--- config.mk ---
export PLATFORM = sky130hd
export DESIGN_NAME = spram_arbiter_2port
export DESIGN_NICKNAME = d
export VERILOG_FILES = /design/src/rtl/spram_arb_pkg.sv /design/src/rtl/spram_arb_pick.sv /design/src/rtl/spram_arbiter_2port.sv
export SDC_FILE = /design/constraint.sdc
export NUM_CORES = 1
export LEC_CHECK = 0
export CELL_PAD_IN_SITES_DETAIL_PLACEMENT = 0
export CELL_PAD_IN_SITES_GLOBAL_PLACEMENT = 2
export CORE_ASPECT_RATIO = 0.8
export CORE_MARGIN = 2
export CORE_UTILIZATION = 20
export CTS_CLUSTER_DIAMETER = 60
export CTS_CLUSTER_SIZE = 14
export DETAILED_ROUTE_END_ITERATION = 12
export PLACE_DENSITY = 0.91
export SKIP_CTS_REPAIR_TIMING = 1
export SLEW_MARGIN = 15
export SYNTH_ARGS = -nofsm -noshare
export SYNTH_HDL_FRONTEND = slang
export SYNTH_SLANG_ARGS = --single-unit
--- constraint.sdc ---
create_clock -name clk -period 2.1 [get_ports clk]
set_input_delay 0.42 -clock clk [delete_from_list [all_inputs] [get_ports clk]]
set_output_delay 0.42 -clock clk [all_outputs]
set_load 0.05 [all_outputs]
--- src/rtl/spram_arb_pkg.sv ---
// Shared definitions for the two-port SPRAM arbiter: owner encoding,
// read-tracking pipeline stage record and default widths.
package spram_arb_pkg;

  localparam int DEF_ADDR_WIDTH = 14;
  localparam int DEF_DATA_WIDTH = 16;

  localparam logic OWNER_M0 = 1'b0;
  localparam logic OWNER_M1 = 1'b1;

  // One slot of the outstanding-access pipeline.
  typedef struct packed {
    logic valid;
    logic owner;
    logic is_read;
  } stage_t;

endpackage

--- src/rtl/spram_arb_pick.sv ---
// Grant policy for the two-port SPRAM arbiter.
// SPRAM_ARB_ROUND_ROBIN_EN defined: contention alternates on last owner.
// Undefined: m0 has priority, limited to MAX_CONSECUTIVE wins while m1 waits.
module spram_arb_pick
  import spram_arb_pkg::*;
#(
  parameter int MAX_CONSECUTIVE = 4
) (
  input  logic clk,
  input  logic reset_n,
  input  logic m0_req,
  input  logic m1_req,
  output logic m0_gnt,
  output logic m1_gnt
);

  logic m1_wins;

`ifdef SPRAM_ARB_ROUND_ROBIN_EN
  logic last_owner;

  // Under contention the master that did not own the last transfer wins.
  always_comb begin
    m1_wins = (last_owner == OWNER_M0);
  end

  // Track the owner of every transfer; m1 at reset so m0 goes first.
  always_ff @(posedge clk or negedge reset_n) begin
    if (!reset_n) begin
      last_owner <= OWNER_M1;
    end else if (m0_gnt) begin
      last_owner <= OWNER_M0;
    end else if (m1_gnt) begin
      last_owner <= OWNER_M1;
    end
  end
`else
  logic [3:0] streak;

  // m1 takes the slot once m0 has used up its consecutive allowance.
  always_comb begin
    m1_wins = (streak == 4'(MAX_CONSECUTIVE));
  end

  // Count m0 wins while m1 waits; any m1 win or m1 idling restarts the count.
  always_ff @(posedge clk or negedge reset_n) begin
    if (!reset_n) begin
      streak <= 4'd0;
    end else if (!m1_req || m1_gnt) begin
      streak <= 4'd0;
    end else if (m0_gnt && (streak != 4'(MAX_CONSECUTIVE))) begin
      streak <= streak + 4'd1;
    end
  end
`endif

  // At most one grant; nothing is granted while reset is held.
  always_comb begin
    m0_gnt = 1'b0;
    m1_gnt = 1'b0;
    if (reset_n) begin
      if (m0_req && m1_req) begin
        m0_gnt = !m1_wins;
        m1_gnt = m1_wins;
      end else begin
        m0_gnt = m0_req;
        m1_gnt = m1_req;
      end
    end
  end

endmodule

--- src/rtl/spram_arbiter_2port.sv ---
// Two-master arbiter in front of a single-port SPRAM with 1-cycle read.
// Registers the RAM command and tracks reads through two stages so each
// master gets its own rvalid. Policy selected by SPRAM_ARB_ROUND_ROBIN_EN.
module spram_arbiter_2port
  import spram_arb_pkg::*;
#(
  parameter int ADDR_WIDTH      = DEF_ADDR_WIDTH,
  parameter int DATA_WIDTH      = DEF_DATA_WIDTH,
  parameter int MAX_CONSECUTIVE = 4
) (
  input  logic                  clk,
  input  logic                  reset_n,
  input  logic                  m0_req,
  input  logic [1:0]            m0_we,
  input  logic [ADDR_WIDTH-1:0] m0_addr,
  input  logic [DATA_WIDTH-1:0] m0_wdata,
  output logic                  m0_gnt,
  output logic                  m0_rvalid,
  input  logic                  m1_req,
  input  logic [1:0]            m1_we,
  input  logic [ADDR_WIDTH-1:0] m1_addr,
  input  logic [DATA_WIDTH-1:0] m1_wdata,
  output logic                  m1_gnt,
  output logic                  m1_rvalid,
  output logic [DATA_WIDTH-1:0] rdata,
  output logic [ADDR_WIDTH-1:0] ram_addr,
  output logic [DATA_WIDTH-1:0] ram_din,
  output logic [1:0]            ram_write_en,
  input  logic [DATA_WIDTH-1:0] ram_dout
);

  stage_t stage1;
  stage_t stage2;

  spram_arb_pick #(
    .MAX_CONSECUTIVE(MAX_CONSECUTIVE)
  ) u_pick (
    .clk    (clk),
    .reset_n(reset_n),
    .m0_req (m0_req),
    .m1_req (m1_req),
    .m0_gnt (m0_gnt),
    .m1_gnt (m1_gnt)
  );

  // Load the winner's command; idle cycles keep address/data to avoid toggling.
  always_ff @(posedge clk or negedge reset_n) begin
    if (!reset_n) begin
      ram_addr     <= '0;
      ram_din      <= '0;
      ram_write_en <= 2'b00;
      stage1       <= '0;
      stage2       <= '0;
    end else begin
      stage2 <= stage1;
      if (m1_gnt) begin
        ram_addr       <= m1_addr;
        ram_din        <= m1_wdata;
        ram_write_en   <= m1_we;
        stage1.valid   <= 1'b1;
        stage1.owner   <= OWNER_M1;
        stage1.is_read <= (m1_we == 2'b00);
      end else if (m0_gnt) begin
        ram_addr       <= m0_addr;
        ram_din        <= m0_wdata;
        ram_write_en   <= m0_we;
        stage1.valid   <= 1'b1;
        stage1.owner   <= OWNER_M0;
        stage1.is_read <= (m0_we == 2'b00);
      end else begin
        ram_write_en <= 2'b00;
        stage1       <= '0;
      end
    end
  end

  // Read data arrives from the RAM while the access sits in stage 2.
  always_comb begin
    m0_rvalid = stage2.valid && stage2.is_read && (stage2.owner == OWNER_M0);
    m1_rvalid = stage2.valid && stage2.is_read && (stage2.owner == OWNER_M1);
    rdata     = ram_dout;
  end

endmodule

==> results.py, run 1 <==
metrics = {
    "route": {
        "vias": 1613,
        "routedWlPerCell_um": 14.83,
        "drt-total-wl_mm": 5.604,
        "drtIter0Drc": 54,
        "ant_nets": 0,
        "drc": 0,
        "viasPerCell": 4.267,
        "drt_pass1_iterations": 4,
    },
    "synthesis": {
        "synthCells": 161,
        "yosys_warnings": 0,
        "synth_flop_cell": "dfrtp_1",
        "ys_types": 27,
        "syn-cell-area_um2": 1954,
        "syn_nets": 247,
        "syn_avg_cell_area_um2": 12.14,
        "synth_edf_count": 0,
        "seq_area_frac_synth_pct": 53.78,
        "synth-seq-cells": 42,
        "async_flop_share_pct": 100.0,
    },
    "sta": {
        "timing.final.crit_period_ns": 1.994,
        "fin_skew_ns": 0.003662,
        "worst_pin_slew_ns": 0.5259,
        "slew_headroom_pct": 64.83,
        "slew_viol_final": 0,
        "tns_ns": 0,
        "max_freq_mhz": 501.6,
        "final-hold-violation-count": 0,
        "rsz0062_at_grt": "no",
        "fin_crit_sh_pct": 94.94,
        "finalSetupViolations": 0,
    },
    "global_routing": {
        "grt_pass1_vias": 1600,
        "grt_pass1_wl_mm": 8.293,
        "grt_start_max_net_pins": 22,
        "gr-total-overflow": 0,
        "grt_usage_pct": 10.26,
        "antenna_found_initial": 0,
    },
    "flow_run": {
        "cap_violations": 0,
    },
    "die": {
        "die-area_um2": 10580,
        "rows": 32,
        "die_y_um": 92.42,
        "dieWidth_um": 114.5,
        "design.portCount": 136,
        "start_util_pct": 20.42,
        "fp.coreArea_um2": 9569,
    },
    "worst_setup_path": {
        "slowest_delay_ns": 0.79,
        "endpoint": "m1_rvalid",
        "worstSetupPathDepth": 2,
        "cp_slowest_cell": "clkdlybuf4s50_1",
        "worstSetupStartpointType": "register",
        "r2r_end": "ram_din[0]",
        "cp.arrival_ns": 1.57,
        "critPathKind": "reg2out",
        "cpLargestDelayFamily": "buffers and inverters",
        "cp_max_fo": 2,
        "reg2reg_depth": 6,
        "cp.buffers_inverters": 1,
        "crit_path_end_kind": "output pin",
        "r2r_setup_slack_ns": 0.32,
        "required_ns": 1.68,
        "cp-startpoint": "stage2[2]",
        "r2r-start": "u_pick.streak[0]",
        "crit_chain": "and3_1, clkdlybuf4s50_1",
    },
    "worst_hold_path": {
        "worstHoldPathType": "in2async",
    },
    "power_and_ir_drop": {
        "p_leak_nw": 1.367,
        "power_density_nw_per_um2": 842.5,
        "ir_drop_mv": 0.3022,
    },
    "place": {
        "gp_congestion": 0.7726,
        "port_buffers": 103,
        "dp_hpwl_mm": 4.279,
    },
    "clocking": {
        "cts_root_buf": "clkbuf_16",
        "cts_made_buffers": 5,
        "cts_tree": "yes",
        "cts.sinks": 42,
        "cts.reportedPaths.clkPinSlew_ns": 0.06,
        "clk_path_buf_depth": 2,
        "htree_levels": 2,
        "clk_latency_ns": 0.28,
    },
    "cells_and_area": {
        "drive_above_1_share_pct": 11.58,
        "antenna_cells": 0,
        "layout.nets": 344,
        "fin_util_pct": 34.11,
        "syn_to_final_growth_pct": 67.03,
    },
    "run_status": {
        "status": "finished clean",
    },
}
## cell type report
class / count / area [um^2]
clock buffer: 6 / 138.9
clock inverter: 2 / 60.06
fill: 942 / 6305
inverter: 5 / 18.77
multi-input combinational: 88 / 700.7
sequential: 42 / 1051
tap: 119 / 148.9
timing repair buffer: 116 / 1146
## kinds of logic (layout without fill, tap and decap cells)
| kind of cell | count (synthesis) | count (layout) | synth area share, % |
|---|---|---|---|
| compound gates | 42 | 42 | 20.23 |
| fa+ha+maj | 2 | 2 | 1.280 |
| buf+inv | 31 | 129 | 10.95 |
| flops | 42 | 42 | 53.78 |
| mux | 1 | 1 | 0.5122 |
| simple gates | 43 | 43 | 13.25 |
## placed cells by master, fill, tap and decap left out, drive strengths merged
cell type      instances
clkdlybuf4s50        100
dfrtp                 42
and2                  31
a221o                 30
buf                   15
clkbuf                 6
inv                    5
nand2                  3
nor2                   3
a22o                   3
nand3                  2
a31oi                  2
ha                     2
bufinv                 2
o21ai                  2
nand3b                 1
a21oi                  1
o21a                   1
and3                   1
a2111o                 1
a211oi                 1
nand2b                 1
nand4b                 1
o22ai                  1
mux2i                  1
dlygate4sd3            1
## where the power goes
group	leakage, nW	total [W]	switching [W]	internal [W]
registers	0.530	0.000938	0.0000435	0.000894
clock network	0.0971	0.00102	0.000305	0.000714
logic	0.739	0.000794	0.000443	0.000351
## state kept, by name (all words and copies together) (netlist names)
| register | cells |
|---|---|
| stage1 | 3 |
| ram_din | 16 |
| stage2 | 3 |
| ram_write_en | 2 |
| ram_addr | 14 |
| u_pick.streak | 4 |
## synthesized netlist by cell type, types with 2 or more instances
master | number | share of area (%)
a221o_1 | 26 | 13
a221o_2 | 4 | 2.3
a22o_1 | 3 | 1.3
a31oi_1 | 2 | 0.64
and2_1 | 31 | 9.9
buf_2 | 3 | 0.77
buf_4 | 16 | 6.1
buf_6 | 3 | 1.7
clkbuf_1 | 3 | 0.58
dfrtp_1 | 42 | 54
ha_1 | 2 | 1.3
inv_1 | 5 | 0.96
nand2_1 | 3 | 0.58
nand3_1 | 2 | 0.51
nor2_1 | 3 | 0.58
o21ai_0 | 2 | 0.51
## worst min-delay path by stage
stage          startpoint      endpoint  slack, ns  depth (start not counted)
5_1_grt           reset_n     stage1[0]       0.14                          2
3_3_place_gp      reset_n  ram_addr[12]       0.26                          1
3_5_place_dp      reset_n  ram_addr[12]       0.27                          1
4_1_cts           reset_n  ram_addr[12]      -0.03                          1
2_1_floorplan     reset_n   ram_addr[0]       0.12                          0
6_report          reset_n     stage1[1]       0.14                          2
## layer usage
metal / track usage [%] / vias to the layer above / part of all wire [%]
met5: 0 / - / 0
met4: 4.472 / 0 / 1.7
met3: 2.749 / 10 / 6.5
met2: 16.03 / 66 / 47
met1: 13.29 / 766 / 44
li1: - / 771 / -
## metrics by stage
step                std cells  setup slack (ns)  hold WS, ns  cell area [um^2]  power, W
finish                    378            0.1062       0.1421              3264  0.002750
global route              378           0.04694       0.1432              3264  0.002866
CTS                       377           0.08515     -0.03177              3254  0.002778
detailed placement        369            0.1326       0.2687              3055  0.001748
global placement          369            0.1132       0.2636              3055  0.001741
floorplan                 161            0.3007       0.1244              1954  0.001464
(Power assumes the default switching activity.)
==> run 2: changes to the inputs <==
--- a/config.mk
+++ b/config.mk
@@ -10,11 +10,11 @@
 export CORE_ASPECT_RATIO = 0.8
 export CORE_MARGIN = 2
 export CORE_UTILIZATION = 20
+export CTS_BUF_LIST = sky130_fd_sc_hd__clkbuf_4 sky130_fd_sc_hd__clkbuf_8
 export CTS_CLUSTER_DIAMETER = 60
 export CTS_CLUSTER_SIZE = 14
 export DETAILED_ROUTE_END_ITERATION = 12
 export PLACE_DENSITY = 0.91
-export SKIP_CTS_REPAIR_TIMING = 1
 export SLEW_MARGIN = 15
 export SYNTH_ARGS = -nofsm -noshare
 export SYNTH_HDL_FRONTEND = slang
==> results.py, run 2 (synthesis results as in run 1) <==
metrics = {
    "die": {
        "design.portCount": 136,
        "die-area_um2": 10580,
        "die_y_um": 92.42,
        "start_util_pct": 20.42,
        "rows": 32,
        "dieWidth_um": 114.5,
        "fp.coreArea_um2": 9569,
    },
    "cells_and_area": {
        "fillCellCount": 946,
        "layout.nets": 344,
        "antenna_cells": 0,
        "largest_reg_flops": 16,
        "layout_common_cells": "100 x clkdlybuf4s50_1, 42 x dfrtp_1, 31 x and2_1",
        "syn_to_final_growth_pct": 64.15,
        "top_regs": "ram_din x16, ram_addr x14, u_pick.streak x4",
        "layout_commonest_cell": "clkdlybuf4s50_1",
        "drive_above_1_share_pct": 11.58,
        "regMostFlops": "ram_din",
    },
    "place": {
        "gp_congestion": 0.7726,
        "pre_cts_ws_ns": 0.1326,
        "dp_hpwl_mm": 4.279,
        "port_buffers": 103,
    },
    "clocking": {
        "cts_setup_buffers": 0,
        "cts.reportedPaths.clkPinSlew_ns": 0.08,
        "clk_path_buf_depth": 2,
        "cts_tree": "yes",
        "cts_made_buffers": 5,
        "cts_root_buf": "clkbuf_8",
        "htree_levels": 2,
        "clk_latency_ns": 0.29,
        "cts.sinks": 42,
    },
    "sta": {
        "fin_skew_ns": 0.005108,
        "setup_ws_ns": 0.08980,
        "tns_ns": 0,
        "worst_pin_slew_ns": 0.5249,
        "fin_crit_sh_pct": 95.72,
        "max_freq_mhz": 497.5,
        "fin_hold_ws_ns": 0.1382,
        "slew_viol_final": 0,
        "rsz0062_at_grt": "no",
        "timing.final.crit_period_ns": 2.010,
        "final-hold-violation-count": 0,
        "finalSetupViolations": 0,
        "slew_headroom_pct": 64.90,
    },
    "route": {
        "drc": 0,
        "drt_pass1_iterations": 5,
        "routedWlPerCell_um": 14.88,
        "drt-total-wl_mm": 5.624,
        "vias": 1643,
        "ant_nets": 0,
        "viasPerCell": 4.347,
        "drtIter0Drc": 63,
    },
    "worst_setup_path": {
        "cp_max_fo": 2,
        "crit_path_end_kind": "output pin",
        "required_ns": 1.68,
        "cp.buffers_inverters": 1,
        "worstSetupStartpointType": "register",
        "slowest_delay_ns": 0.79,
        "critPathKind": "reg2out",
        "crit_chain": "and3_1, clkdlybuf4s50_1",
        "cp_slowest_cell": "clkdlybuf4s50_1",
        "cpLargestDelayFamily": "buffers and inverters",
        "reg2reg_depth": 6,
        "worstSetupPathDepth": 2,
        "cp.arrival_ns": 1.59,
    },
    "power_and_ir_drop": {
        "p_total_w": 0.002513,
        "power_density_nw_per_um2": 783.3,
        "clkPwrFrac_pct": 31.1,
        "ir_drop_mv": 0.3920,
        "p_int_w": 0.001751,
        "p_sw_share_pct": 30.34,
        "p_sw_w": 0.0007625,
        "seqPwrFrac_pct": 37.2,
        "power_frac_comb_pct": 31.7,
        "p_leak_nw": 1.341,
    },
    "flow_run": {
        "cap_violations": 0,
    },
    "global_routing": {
        "antenna_found_initial": 0,
        "grt_pass1_vias": 1614,
        "grt_pass1_wl_mm": 8.328,
        "gr-total-overflow": 0,
        "grt_start_max_net_pins": 22,
        "grt_usage_pct": 10.24,
    },
    "run_status": {
        "status": "finished clean",
    },
    "worst_hold_path": {
        "worstHoldPathType": "in2async",
    },
}
## run 2: cell counts in the layout (fill, tap and decap cells not counted)
No cell type changed its count.
## run 2: power groups by stage
stage                     sequential [W]  combinational (W)  clock (W)
after floorplan                  0.00122           0.000243          0
after global placement          0.000948           0.000793          0
after detailed placement        0.000949           0.000800          0
after CTS                       0.000936           0.000802   0.000808
after global routing            0.000946           0.000831   0.000848
final                           0.000936           0.000796   0.000781
## run 2: area by class of cell
cell class	count	area, um^2	share of cell area (%)
Timing Repair Buffer	116	1146	35.73
Inverter	5	18.77	0.5850
Multi-Input combinational cell	88	700.7	21.84
Clock buffer	6	82.58	2.574
Sequential cell	42	1051	32.76
Tap cell	119	148.9	4.641
Clock inverter	2	60.06	1.872
## run 2: repair_timing
item	CTS	global route
hold buffers	1	0
resized for setup	0	0
hold endpoints to repair	3	0
## run 2: stage by stage
step	instance area, um^2	instances	utilization, %
5_1_grt	3208	378	33.53
4_1_cts	3208	378	33.53
6_report	3208	378	33.53
2_1_floorplan	1954	161	-
3_5_place_dp	3055	369	31.93
3_3_place_gp	3055	369	31.93
## run 2: path summary, 6_finish.rpt
| kind | slack, ns | end | startpoint |
|---|---|---|---|
| min in group clk | 0.35 | stage2[2] | stage1[2] |
| min reg2reg | 0.35 | stage2[2] | stage1[2] |
| max in group asynchronous | 1.31 | ram_din[0] | reset_n |
| max | 0.09 | m1_rvalid | stage2[2] |
| max reg2reg | 0.31 | ram_din[1] | u_pick.streak[0] |
| min | 0.14 | stage1[0] | reset_n |
## run 2: per-layer routing
| metal | track usage, % | vias up | wire [um] |
|---|---|---|---|
| met1 | 13.50 | 788 | 2500 |
| met5 | 0 | - | 0 |
| li1 | - | 770 | - |
| met4 | 4.167 | 0 | 91 |
| met3 | 2.683 | 10 | 389 |
| met2 | 15.93 | 75 | 2641 |
==> run 3: changes to the inputs <==
--- a/config.mk
+++ b/config.mk
@@ -10,7 +10,7 @@
 export CORE_ASPECT_RATIO = 0.8
 export CORE_MARGIN = 2
 export CORE_UTILIZATION = 20
-export CTS_BUF_LIST = sky130_fd_sc_hd__clkbuf_4 sky130_fd_sc_hd__clkbuf_8
+export CTS_BUF_LIST = sky130_fd_sc_hd__clkbuf_8
 export CTS_CLUSTER_DIAMETER = 60
 export CTS_CLUSTER_SIZE = 14
 export DETAILED_ROUTE_END_ITERATION = 12
==> results of run 3 <==
Final layout, timing and power as in run 2 (identical DEF).
